### config.mk
export PLATFORM = sky130hd
export DESIGN_NAME = pipe_stall_ctrl
export DESIGN_NICKNAME = d
export VERILOG_FILES = /design/src/rtl/pipe_stall_ctrl_pkg.sv /design/src/rtl/pipe_stall_ctrl_hazard_detect.sv /design/src/rtl/pipe_stall_ctrl.sv
export SDC_FILE = /design/constraint.sdc
export NUM_CORES = 1
export LEC_CHECK = 0
export BUFFER_PORTS_ARGS = -buffer_cell sky130_fd_sc_hd__buf_2
export CELL_PAD_IN_SITES_DETAIL_PLACEMENT = 0
export CELL_PAD_IN_SITES_GLOBAL_PLACEMENT = 1
export CORE_MARGIN = 5
export CORE_UTILIZATION = 41
export DETAILED_ROUTE_END_ITERATION = 8
export PLACE_DENSITY_LB_ADDON = 0.1
export SKIP_LAST_GASP = 1
export SYNTH_ARGS = -nofsm -noshare
export SYNTH_HDL_FRONTEND = slang
export SYNTH_SLANG_ARGS = --single-unit
### constraint.sdc
create_clock -name in_clk -period 3.3 [get_ports in_clk]
set_clock_uncertainty 0.05 [all_clocks]
set_input_delay 0.165 -clock in_clk [delete_from_list [all_inputs] [get_ports in_clk]]
set_output_delay 0.165 -clock in_clk [all_outputs]
set_load 0.02 [all_outputs]
### src/rtl/pipe_stall_ctrl_pkg.sv
// rtl/pipe_stall_ctrl_pkg.sv - shared state encoding, widths and latency helper for pipe_stall_ctrl
package pipe_stall_ctrl_pkg;

  localparam int REG_W   = 5;
  localparam int CNT_W   = 6;
  localparam int LAT_MIN = 2;
  localparam int LAT_MAX = 63;

  localparam logic [31:0] STALL_MAX = 32'hFFFF_FFFF;

  typedef enum logic [1:0] {
    ST_IDLE     = 2'd0,
    ST_MDU_BUSY = 2'd1,
    ST_MDU_DONE = 2'd2,
    ST_BAD      = 2'd3
  } state_t;

  // The start cycle is the first busy cycle, so the counter holds the busy cycles left after it.
  function automatic logic [CNT_W-1:0] busy_count(input int lat);
    int l;
    l = (lat < LAT_MIN) ? LAT_MIN : ((lat > LAT_MAX) ? LAT_MAX : lat);
    return CNT_W'(l - 1);
  endfunction

endpackage

### src/rtl/pipe_stall_ctrl_hazard_detect.sv
// rtl/pipe_stall_ctrl_hazard_detect.sv - combinational load-use hazard compare between ID sources and EX load
module hazard_detect
  import pipe_stall_ctrl_pkg::*;
(
  input  logic [REG_W-1:0] id_rs,
  input  logic [REG_W-1:0] id_rt,
  input  logic             id_uses_rs,
  input  logic             id_uses_rt,
  input  logic             ex_is_load,
  input  logic [REG_W-1:0] ex_rd,
  output logic             hazard
);

  logic rs_hit;
  logic rt_hit;

  assign rs_hit = id_uses_rs && (id_rs == ex_rd);
  assign rt_hit = id_uses_rt && (id_rt == ex_rd);
  // r0 is hardwired zero, so a load into it never creates a dependency.
  assign hazard = ex_is_load && (ex_rd != '0) && (rs_hit || rt_hit);

endmodule

### src/rtl/pipe_stall_ctrl.sv
// rtl/pipe_stall_ctrl.sv - pipeline stall/flush control with load-use, branch and multi-cycle MDU sequencing
module pipe_stall_ctrl
  import pipe_stall_ctrl_pkg::*;
#(
  parameter int MUL_LAT = 4,
  parameter int DIV_LAT = 32
) (
  input  logic             in_clk,
  input  logic             in_rst,
  input  logic [REG_W-1:0] in_id_rs,
  input  logic [REG_W-1:0] in_id_rt,
  input  logic             in_id_uses_rs,
  input  logic             in_id_uses_rt,
  input  logic             in_ex_is_load,
  input  logic [REG_W-1:0] in_ex_rd,
  input  logic             in_ex_branch_taken,
  input  logic             in_ex_mdu_start,
  input  logic             in_ex_is_div,
  output logic             out_pc_wena,
  output logic             out_ifid_wena,
  output logic             out_idex_wena,
  output logic             out_exmem_wena,
  output logic             out_memwb_wena,
  output logic             out_ifid_flush,
  output logic             out_idex_flush,
  output logic             out_exmem_flush,
  output logic             out_mdu_busy,
  output logic             out_mdu_done,
  output logic [1:0]       out_state,
  output logic [31:0]      out_stall_cnt
);

  localparam logic [CNT_W-1:0] MUL_CNT = busy_count(MUL_LAT);
  localparam logic [CNT_W-1:0] DIV_CNT = busy_count(DIV_LAT);

  state_t           state_q, state_d;
  logic [CNT_W-1:0] cnt_q, cnt_d;
  logic [31:0]      stall_q;
  logic             hazard;

  hazard_detect u_hazard (
    .id_rs      (in_id_rs),
    .id_rt      (in_id_rt),
    .id_uses_rs (in_id_uses_rs),
    .id_uses_rt (in_id_uses_rt),
    .ex_is_load (in_ex_is_load),
    .ex_rd      (in_ex_rd),
    .hazard     (hazard)
  );

  always_comb begin
    state_d         = state_q;
    cnt_d           = cnt_q;
    out_pc_wena     = 1'b1;
    out_ifid_wena   = 1'b1;
    out_idex_wena   = 1'b1;
    out_exmem_wena  = 1'b1;
    out_memwb_wena  = 1'b1;
    out_ifid_flush  = 1'b0;
    out_idex_flush  = 1'b0;
    out_exmem_flush = 1'b0;
    out_mdu_busy    = 1'b0;
    out_mdu_done    = 1'b0;

    unique case (state_q)
      ST_IDLE: begin
        if (in_ex_mdu_start) begin
          state_d         = ST_MDU_BUSY;
          cnt_d           = in_ex_is_div ? DIV_CNT : MUL_CNT;
          out_pc_wena     = 1'b0;
          out_ifid_wena   = 1'b0;
          out_idex_wena   = 1'b0;
          out_exmem_flush = 1'b1;
          out_mdu_busy    = 1'b1;
        end else if (in_ex_branch_taken) begin
          out_ifid_flush = 1'b1;
          out_idex_flush = 1'b1;
        end else if (hazard) begin
          out_pc_wena    = 1'b0;
          out_ifid_wena  = 1'b0;
          out_idex_flush = 1'b1;
        end
      end
      ST_MDU_BUSY: begin
        out_pc_wena     = 1'b0;
        out_ifid_wena   = 1'b0;
        out_idex_wena   = 1'b0;
        out_exmem_flush = 1'b1;
        out_mdu_busy    = 1'b1;
        cnt_d           = cnt_q - 1'b1;
        if (cnt_q <= CNT_W'(1)) begin
          state_d = ST_MDU_DONE;
          cnt_d   = '0;
        end
      end
      ST_MDU_DONE: begin
        out_mdu_done = 1'b1;
        state_d      = ST_IDLE;
      end
      default: begin
        state_d = ST_IDLE;
      end
    endcase

    // Reset holds the pipeline in its free-running configuration.
    if (in_rst) begin
      out_pc_wena     = 1'b1;
      out_ifid_wena   = 1'b1;
      out_idex_wena   = 1'b1;
      out_exmem_wena  = 1'b1;
      out_memwb_wena  = 1'b1;
      out_ifid_flush  = 1'b0;
      out_idex_flush  = 1'b0;
      out_exmem_flush = 1'b0;
      out_mdu_busy    = 1'b0;
      out_mdu_done    = 1'b0;
    end
  end

  always_ff @(posedge in_clk) begin
    if (in_rst) begin
      state_q <= ST_IDLE;
      cnt_q   <= '0;
      stall_q <= '0;
    end else begin
      state_q <= state_d;
      cnt_q   <= cnt_d;
      if (!out_pc_wena && (stall_q != STALL_MAX)) begin
        stall_q <= stall_q + 32'd1;
      end
    end
  end

  assign out_state     = state_q;
  assign out_stall_cnt = stall_q;

endmodule

# Word level (Yosys, flattened, before mapping)
# Index checks and enable logic that the tools add are counted.
# classes
eq_ne,7
add_sub_neg,2
order_cmp,1
reduce_logical,12
muxes,29
# ops
cell,count
$add A32 B1 Y32 const B,1
$ne A32 B32 Y1 const B,1
$mux W1,19
$mux W6,2
$pmux W6 S2,1
$eq A5 B5 Y1,2
$le A6 B1 Y1 const B,1
$pmux W1 S2,3
$sub A6 B1 Y6 const B,1
$logic_and A1 B1 Y1,5
$mux W5,1
$reduce_bool A5 Y1,1
$mux W2,2
$ne A2 B2 Y1 const B,2
$pmux W2 S2,1
$reduce_and A2 Y1,2
$eq A2 B1 Y1 const B,1
$eq A2 B2 Y1 const B,1
$logic_not A2 Y1,1
$reduce_bool A2 Y1,1
$logic_not A1 Y1,1
$logic_or A1 B1 Y1,1
# word_totals
register_bits,40

# Logic depth before layout (Yosys ltp)
# Gate-level depths: netlist of the first run.
# depth
ltp_word,11
ltp_mapped,9
mapped_depth_nobuf,8

# By module
# A second synthesis of the first run with hierarchy kept.
# unflattened
hier_cells,271
hier_area_um2,2265.9
# modules_own_cells
mod,seq_area_each_um2,n_inst,cells_per_inst,area_each_um2
pipe_stall_ctrl,800.8,1,254,2132.0
hazard_detect,0.0,1,17,133.9

# Worst setup path after synthesis of the first run
# No wires, ideal clock.
# synth_timing
path_type,reg2reg
start,reg state_q[0] (netlist: out_state[0])
end,reg stall_q[9] (netlist: out_stall_cnt[9])
path_buffers,3
arrival_ns,2.133
setup_ns,0.121
path_slack_ns,0.996
stages_incl_launch_ff,10
cell_sequence,dfxtp_1 > buf_2 > o21bai_4 > nand2b_4 > buf_6 > a32oi_4 > nand2_2 > buf_4 > nor3_1 > mux2_2
# synth_via
elab_chain_len,5
word_cells_on_any_way,6
cone_classes,eq/ne: 1; mux: 2; reduce/logical: 3
# synth_rtl
item,line_no,source
from (decl),pipe_stall_ctrl.sv:36,"state_t state_q, state_d;"
from (signal assigned),pipe_stall_ctrl.sv:126,state_q <= state_d;
$eq A2 B1 Y1 or $logic_not A2 Y1 (tied branches),pipe_stall_ctrl.sv:65,unique case (state_q)
$pmux W1 S2 (*),pipe_stall_ctrl.sv:65,
$mux W1 (*),pipe_stall_ctrl.sv:106,if (in_rst) begin
$logic_not A1 Y1 (*),pipe_stall_ctrl.sv:128,if (!out_pc_wena && (stall_q != STALL_MAX)) begin
$logic_and A1 B1 Y1 (*),pipe_stall_ctrl.sv:128,
to (signal assigned),pipe_stall_ctrl.sv:129,stall_q <= stall_q + 32'd1;
to (decl),pipe_stall_ctrl.sv:38,logic [31:0] stall_q;
# Every way passes the cells marked *; elsewhere a longest branch is shown, timed or not.
# A chain may end at the register's enable or synchronous reset.

# Worst setup path in the final report of the first run
# layout_timing
start,reg stall_q[2] (netlist: out_stall_cnt[2])
end,reg stall_q[21] (netlist: out_stall_cnt[21])
# layout_via
elab_chain_len,2
word_cells_on_any_way,3
cone_classes,add/sub: 1; eq/ne: 1; reduce/logical: 1
# layout_rtl
item
branches (longest 2 deep; another with $add A32 B1 Y32)
# Several ways; the timed one is not identified.

==> results of run 1 <==
final timing paths:
kind / start / to / cells past startpoint
setup / recovery: out_stall_cnt[2] / out_stall_cnt[21] / 6
hold / removal: in_rst / out_stall_cnt[14] / 2
setup reg to reg: out_stall_cnt[2] / out_stall_cnt[21] / 6
hold reg to reg: out_stall_cnt[30] / out_stall_cnt[30] / 2
cells by family (layout without fill, tap and decap cells):
group                    Yosys count  in the layout  share of synthesized area, %
adder cells (fa/ha/maj)            3              3                          1.61
buffers and inverters             20             81                          4.45
flip-flops                        40             40                          34.3
AND/OR/NAND/NOR                  130            130                          32.5
other                              1              2                         0.161
XOR/XNOR                          18             18                          6.76
multiplexers                       8              8                          3.81
AO/OA/AOI/OAI                     53             53                          16.4
routing by layer:
metal | vias to the layer above | GRT usage (%) | share of wire [%]
li1 | 1114 | - | -
met1 | 1008 | 22.6 | 48
met2 | 43 | 25.9 | 46
met3 | 5 | 3.50 | 4.8
met4 | 0 | 3.60 | 0.80
met5 | - | 0 | 0
placed cells by master (no fill, tap or decap), drive strengths merged, types with 4 or more instances in the layout:
master | synthesis | final
o21ai | 5 | 5
dfxtp | 40 | 40
nor3 | 8 | 8
mux2 | 4 | 4
nor2b | 5 | 5
inv | 7 | 7
nand2 | 21 | 21
xnor2 | 12 | 12
or3 | 5 | 5
a21oi | 24 | 24
xor2 | 6 | 6
mux2i | 4 | 4
buf | 8 | 66
and3 | 4 | 4
or4 | 9 | 9
clkbuf | 5 | 7
nand3 | 9 | 9
o31ai | 7 | 7
nand4 | 16 | 16
nor2 | 35 | 35
sequential cells by signal, indices dropped and copies added, names as in the netlist:
name and cells:
cnt_q 6, out_stall_cnt 32, out_state 2
stage by stage:
stage               setup WS [ps]  power (mW)
floorplan                     996       0.702
global placement              854       0.762
detailed placement            811       0.764
CTS                           788        1.11
global route                  636        1.17
finish                        785        1.10
final cells by class:
class,instances,area (sq um),area share [%]
multi-input combinational,214,1430,51.6
sequential,40,801,28.8
clock inverter,1,7.51,0.270
timing repair buffer,66,335,12.1
tap,72,90.1,3.24
clock buffer,7,86.3,3.11
inverter,7,26.3,0.946
synthesized netlist by cell type, drive strengths merged (2+ instances only):
library cell	n
inv	7
o21bai	2
clkbuf	5
o21ai	5
xor2	6
mux2	4
nand2	21
or4	9
nor3	8
a21oi	24
and2	2
xnor2	12
dfxtp	40
nor2	35
nand3b	2
o41ai	3
nor2b	5
nand2b	3
or3	5
and3	4
buf	8
a211oi	2
o31ai	7
ha	3
nand4	16
mux2i	4
nand3	9
and4	3
nor3b	2
worst max-delay path, stage by stage (launching register included):
cell      delay, ps
dfxtp_1         450
and4_1          260
nand4_1         170
or3_1           520
and4bb_4        450
and4_4          230
mux2_4          290
power by group through the flow:
stage          Sequential [mW]  Clock (mW)  Combinational [mW]
5_1_grt                  0.525       0.380               0.261
4_1_cts                  0.521       0.356               0.233
3_3_place_gp             0.533           0               0.229
2_1_floorplan            0.530           0               0.172
3_5_place_dp             0.532           0               0.232
6_report                 0.521       0.343               0.231
==> results.py, run 1 <==
metrics = {
    "critical_path": {
        "r2r_setup_slack_ps": 790,
        "start_kind": "register",
        "critPathKind": "register to register",
        "path_max_fanout": 12,
        "critPathRequiredTime_ps": 3430,
        "arrival_ps": 2650,
        "end_kind": "register",
    },
    "timing": {
        "hold_viol": 0,
        "slew_violations": 0,
        "slew_headroom_pct": 61.0,
        "finalSetupTns_ps": 0,
        "rsz0062_at_grt": "no",
        "min_period_ps": 2510,
        "worst_pin_slew_ps": 585,
        "max_freq_mhz": 398,
        "setup_viol": 0,
        "hold_ws_ps": 260,
        "fin_crit_sh_pct": 76.2,
    },
    "logic_synthesis": {
        "synth_cell_type_count": 57,
        "yosysSeqAreaShare_pct": 34.3,
        "synth_edf_count": 0,
        "synth_top_cell_by_area": "dfxtp_1",
        "synth_flop_cell": "dfxtp_1",
        "synth_area_per_cell_sq_um": 8.55,
        "async_flop_share_pct": 0,
        "synth_seq_cells": 40,
        "synth_area_sq_um": 2330,
        "ys.warnings.count": 0,
        "synth.top_cells.by_area": "dfxtp_1, nor2_1, a21oi_1, xnor2_1, nand4_1",
        "yosysTopAreaCellShare_pct": 34.3,
        "syn_inst": 273,
    },
    "route": {
        "postRouteAntennaNets": 0,
        "vias": 2170,
        "via_per_inst": 5.33,
        "drcViolationCount": 0,
        "drtIter0Drc": 81,
        "finalWirelength_um": 5770,
        "wl_per_cell_um": 14.2,
        "drtPass1Iterations": 4,
    },
    "clock_network": {
        "h-tree-depth": 2,
        "hold_buffers": 0,
        "cts-buffers-inserted": 5,
        "cts_num_sinks": 40,
        "root_buffer": "clkbuf_8",
        "cts.path.max_buffers": 2,
        "clk_pin_slew_ps": 80,
        "tritoncts": "done",
        "cts_resized": 0,
        "clock_latency_ps": 290,
        "cts_setup_buffers": 0,
    },
    "cells_and_area": {
        "layout.cells.non_filler": 407,
        "drive_gt1_share_pct": 28.1,
        "fin_nets": 360,
        "num_antenna_cells": 0,
        "utilization_pct": 50.5,
        "stdcell_area_sq_um": 2780,
        "area_delta_synth_final_pct": 19.1,
        "nFillCells": 552,
    },
    "place": {
        "dpl.cell_count": 399,
        "gp_congestion": 0.777,
        "dpl_cell_area_sq_um": 2690,
        "io_buffers": 64,
        "place_hpwl_um": 4300,
    },
    "global_route": {
        "grt_pass1_wl_um": 9780,
        "globalRouteOverflowTotal": 0,
        "antenna_found_initial": 0,
        "grt_pass1_vias": 2028,
        "grt_max_degree": 24,
        "grt_use_total_pct": 16.3,
    },
    "floorplanning": {
        "die_area_sq_um": 7300,
        "die_w_um": 85.4,
        "rows": 27,
        "core-area_sq_um": 5510,
        "die_h_um": 85.4,
        "start_util_pct": 42.4,
        "io_pins": 67,
    },
    "pwr": {
        "p_per_area_nw_per_um2": 394,
        "internal-power_mw": 0.761,
        "p_sw_share_pct": 30.6,
        "power.leakage_nw": 1.15,
        "p_comb_share_pct": 21.1,
        "p_sw_mw": 0.335,
        "ir_drop_v": 0.000231,
        "power_frac_seq_pct": 47.6,
        "p_clk_share_pct": 31.3,
    },
    "hold_path": {
        "holdCritPathClass": "input pin to register",
    },
    "outcome": {
        "status": "finished, final reports clean",
    },
    "run": {
        "max_cap_viol_count": 0,
    },
}
Note: power is estimated with default switching activity, not from simulation.
==> run 2, diff against run 1 <==
--- a/config.mk
+++ b/config.mk
@@ -9,7 +9,7 @@
 export CELL_PAD_IN_SITES_DETAIL_PLACEMENT = 0
 export CELL_PAD_IN_SITES_GLOBAL_PLACEMENT = 1
 export CORE_MARGIN = 5
-export CORE_UTILIZATION = 41
+export CORE_UTILIZATION = 34
 export DETAILED_ROUTE_END_ITERATION = 8
 export PLACE_DENSITY_LB_ADDON = 0.1
 export SKIP_LAST_GASP = 1
==> constraint.sdc (replaced) <==
create_clock -name in_clk -period 2.1 [get_ports in_clk]
set_clock_uncertainty 0.05 [all_clocks]
set_input_delay 0.105 -clock in_clk [delete_from_list [all_inputs] [get_ports in_clk]]
set_output_delay 0.105 -clock in_clk [all_outputs]
set_load 0.02 [all_outputs]
==> results.py, run 2 (synthesis results as in run 1) <==
metrics = {
    "cells_and_area": {
        "stdcell_area_sq_um": 3130,
        "area_delta_synth_final_pct": 34.0,
        "layout.cells.non_filler": 445,
        "num_antenna_cells": 0,
        "multi_input_area_sq_um": 1470,
        "layout_commonest_cell": "buf_2",
        "final_cell_mix": "buf_2, nor2_1, buf_4",
        "final-seq-area_sq_um": 841,
        "drive_gt1_share_pct": 40.3,
        "fin_nets": 390,
        "largest_reg_flops": 32,
        "nFillCells": 683,
    },
    "critical_path": {
        "crit_chain": "and4_1 > nand4_1 > or3_1 > and4bb_4 > and4_4 > mux2_4",
        "worstReg2RegStart": "out_stall_cnt[4]",
        "path_max_fanout": 6,
        "arrival_ps": 2200,
        "critPathKind": "register to register",
        "critPathRequiredTime_ps": 2240,
        "r2r_setup_slack_ps": 40,
        "end_kind": "register",
        "r2r-end": "out_stall_cnt[21]",
        "cpPeakStageDelay_ps": 370,
        "slowest_stage": "dfxtp_4",
        "ff2ff_path_depth": 6,
        "start_kind": "register",
    },
    "clock_network": {
        "hold_buffers": 0,
        "h-tree-depth": 2,
        "cts-buffers-inserted": 5,
        "cts_num_sinks": 40,
        "clock_latency_ps": 290,
        "clk_pin_slew_ps": 80,
        "cts.path.max_buffers": 2,
        "tritoncts": "done",
        "root_buffer": "clkbuf_8",
    },
    "route": {
        "postRouteAntennaNets": 0,
        "drtIter0Drc": 53,
        "drtPass1Iterations": 4,
        "drcViolationCount": 0,
        "via_per_inst": 5.20,
        "vias": 2313,
        "wl_per_cell_um": 14.3,
        "finalWirelength_um": 6350,
    },
    "place": {
        "place_worst_setup_slack_ps": 22.6,
        "dpl.cell_count": 434,
        "place_hpwl_um": 4830,
        "gp_congestion": 0.795,
        "dpl_cell_area_sq_um": 2970,
        "io_buffers": 64,
    },
    "global_route": {
        "grt_max_degree": 42,
        "grt_use_total_pct": 14.8,
        "grt_pass1_wl_um": 10400,
        "globalRouteOverflowTotal": 0,
        "antenna_found_initial": 0,
        "grt_pass1_vias": 2148,
    },
    "floorplanning": {
        "rows": 30,
        "die_w_um": 92.8,
        "die_area_sq_um": 8620,
        "start_util_pct": 34.7,
        "io_pins": 67,
        "die_h_um": 92.8,
        "core-area_sq_um": 6720,
    },
    "hold_path": {
        "hold_depth": 4,
        "holdCritPathClass": "input pin to register",
        "worstHoldEndpoint": "out_state[0]",
        "hp-start": "in_rst",
    },
    "timing": {
        "hold_ws_ps": 147,
        "fin_crit_sh_pct": 98.3,
        "setup_viol": 0,
        "min_period_ps": 2060,
        "setup_ws_ps": 35.8,
        "max_freq_mhz": 484,
        "slew_violations": 0,
        "hold_viol": 0,
        "rsz0062_at_grt": "yes",
    },
    "pwr": {
        "power_frac_seq_pct": 42.0,
        "power_mw": 1.93,
        "p_per_area_nw_per_um2": 617,
        "ir_drop_v": 0.000333,
        "internal-power_mw": 1.37,
        "p_sw_mw": 0.554,
        "p_clk_share_pct": 36.6,
        "power.leakage_nw": 1.37,
        "p_comb_share_pct": 21.4,
        "p_sw_share_pct": 28.7,
    },
    "run": {
        "max_cap_viol_count": 0,
    },
    "outcome": {
        "status": "finished, final reports clean",
    },
}
-- run 2: per-stage QoR --
step | TNS (ps) | utilization [%]
global route | -143 | 46.6
CTS | 0 | 46.0
floorplan | -38.0 | -
global placement | 0 | 44.1
detailed placement | 0 | 44.1
finish | 0 | 46.6
-- run 2: critical path: cells and delay by family (launching register included) --
| family | cells | cell delay, ps |
|---|---|---|
| DFF | 1 | 370 |
| muxes | 1 | 290 |
| and+or+nand+nor | 5 | 1260 |
-- run 2: layout make-up --
type	count	area share, %
timing repair buffer	96	17.9
multi-input combinational	214	47.1
clock buffer	7	3.08
clock inverter	1	0.960
inverter	7	0.840
sequential	40	26.9
tap	80	3.20
-- run 2: metal layers --
layer | wire [um] | track usage, % | vias to the layer above
li1 | - | - | 1174
met1 | 3070 | 20.5 | 1097
met2 | 3010 | 24.1 | 38
met3 | 227 | 3.01 | 4
met4 | 40 | 2.56 | 0
met5 | 0 | 0 | -
-- run 2: timing repair --
action	CTS	global route
endpoints found under the setup margin	0	21
resized for setup	0	2
buffers inserted	0	3
-- run 2: power by group through the flow --
stage	sequential [mW]	combinational, mW	clock, mW
floorplan	0.831	0.274	0
finish	0.811	0.413	0.705
CTS	0.812	0.408	0.726
global placement	0.830	0.403	0
global route	0.817	0.458	0.767
detailed placement	0.830	0.406	0
-- run 2: worst max-delay path by stage --
stage                            from                 to  slack, ps  cells past startpoint
CTS                  out_stall_cnt[1]  out_stall_cnt[21]         10                      7
detailed placement   out_stall_cnt[1]  out_stall_cnt[21]         20                      7
finish               out_stall_cnt[4]  out_stall_cnt[21]         40                      6
global route        out_stall_cnt[11]  out_stall_cnt[24]        -40                      5
global placement    out_stall_cnt[30]  out_stall_cnt[29]         40                      6
floorplan            out_stall_cnt[1]  out_stall_cnt[21]        -20                      7
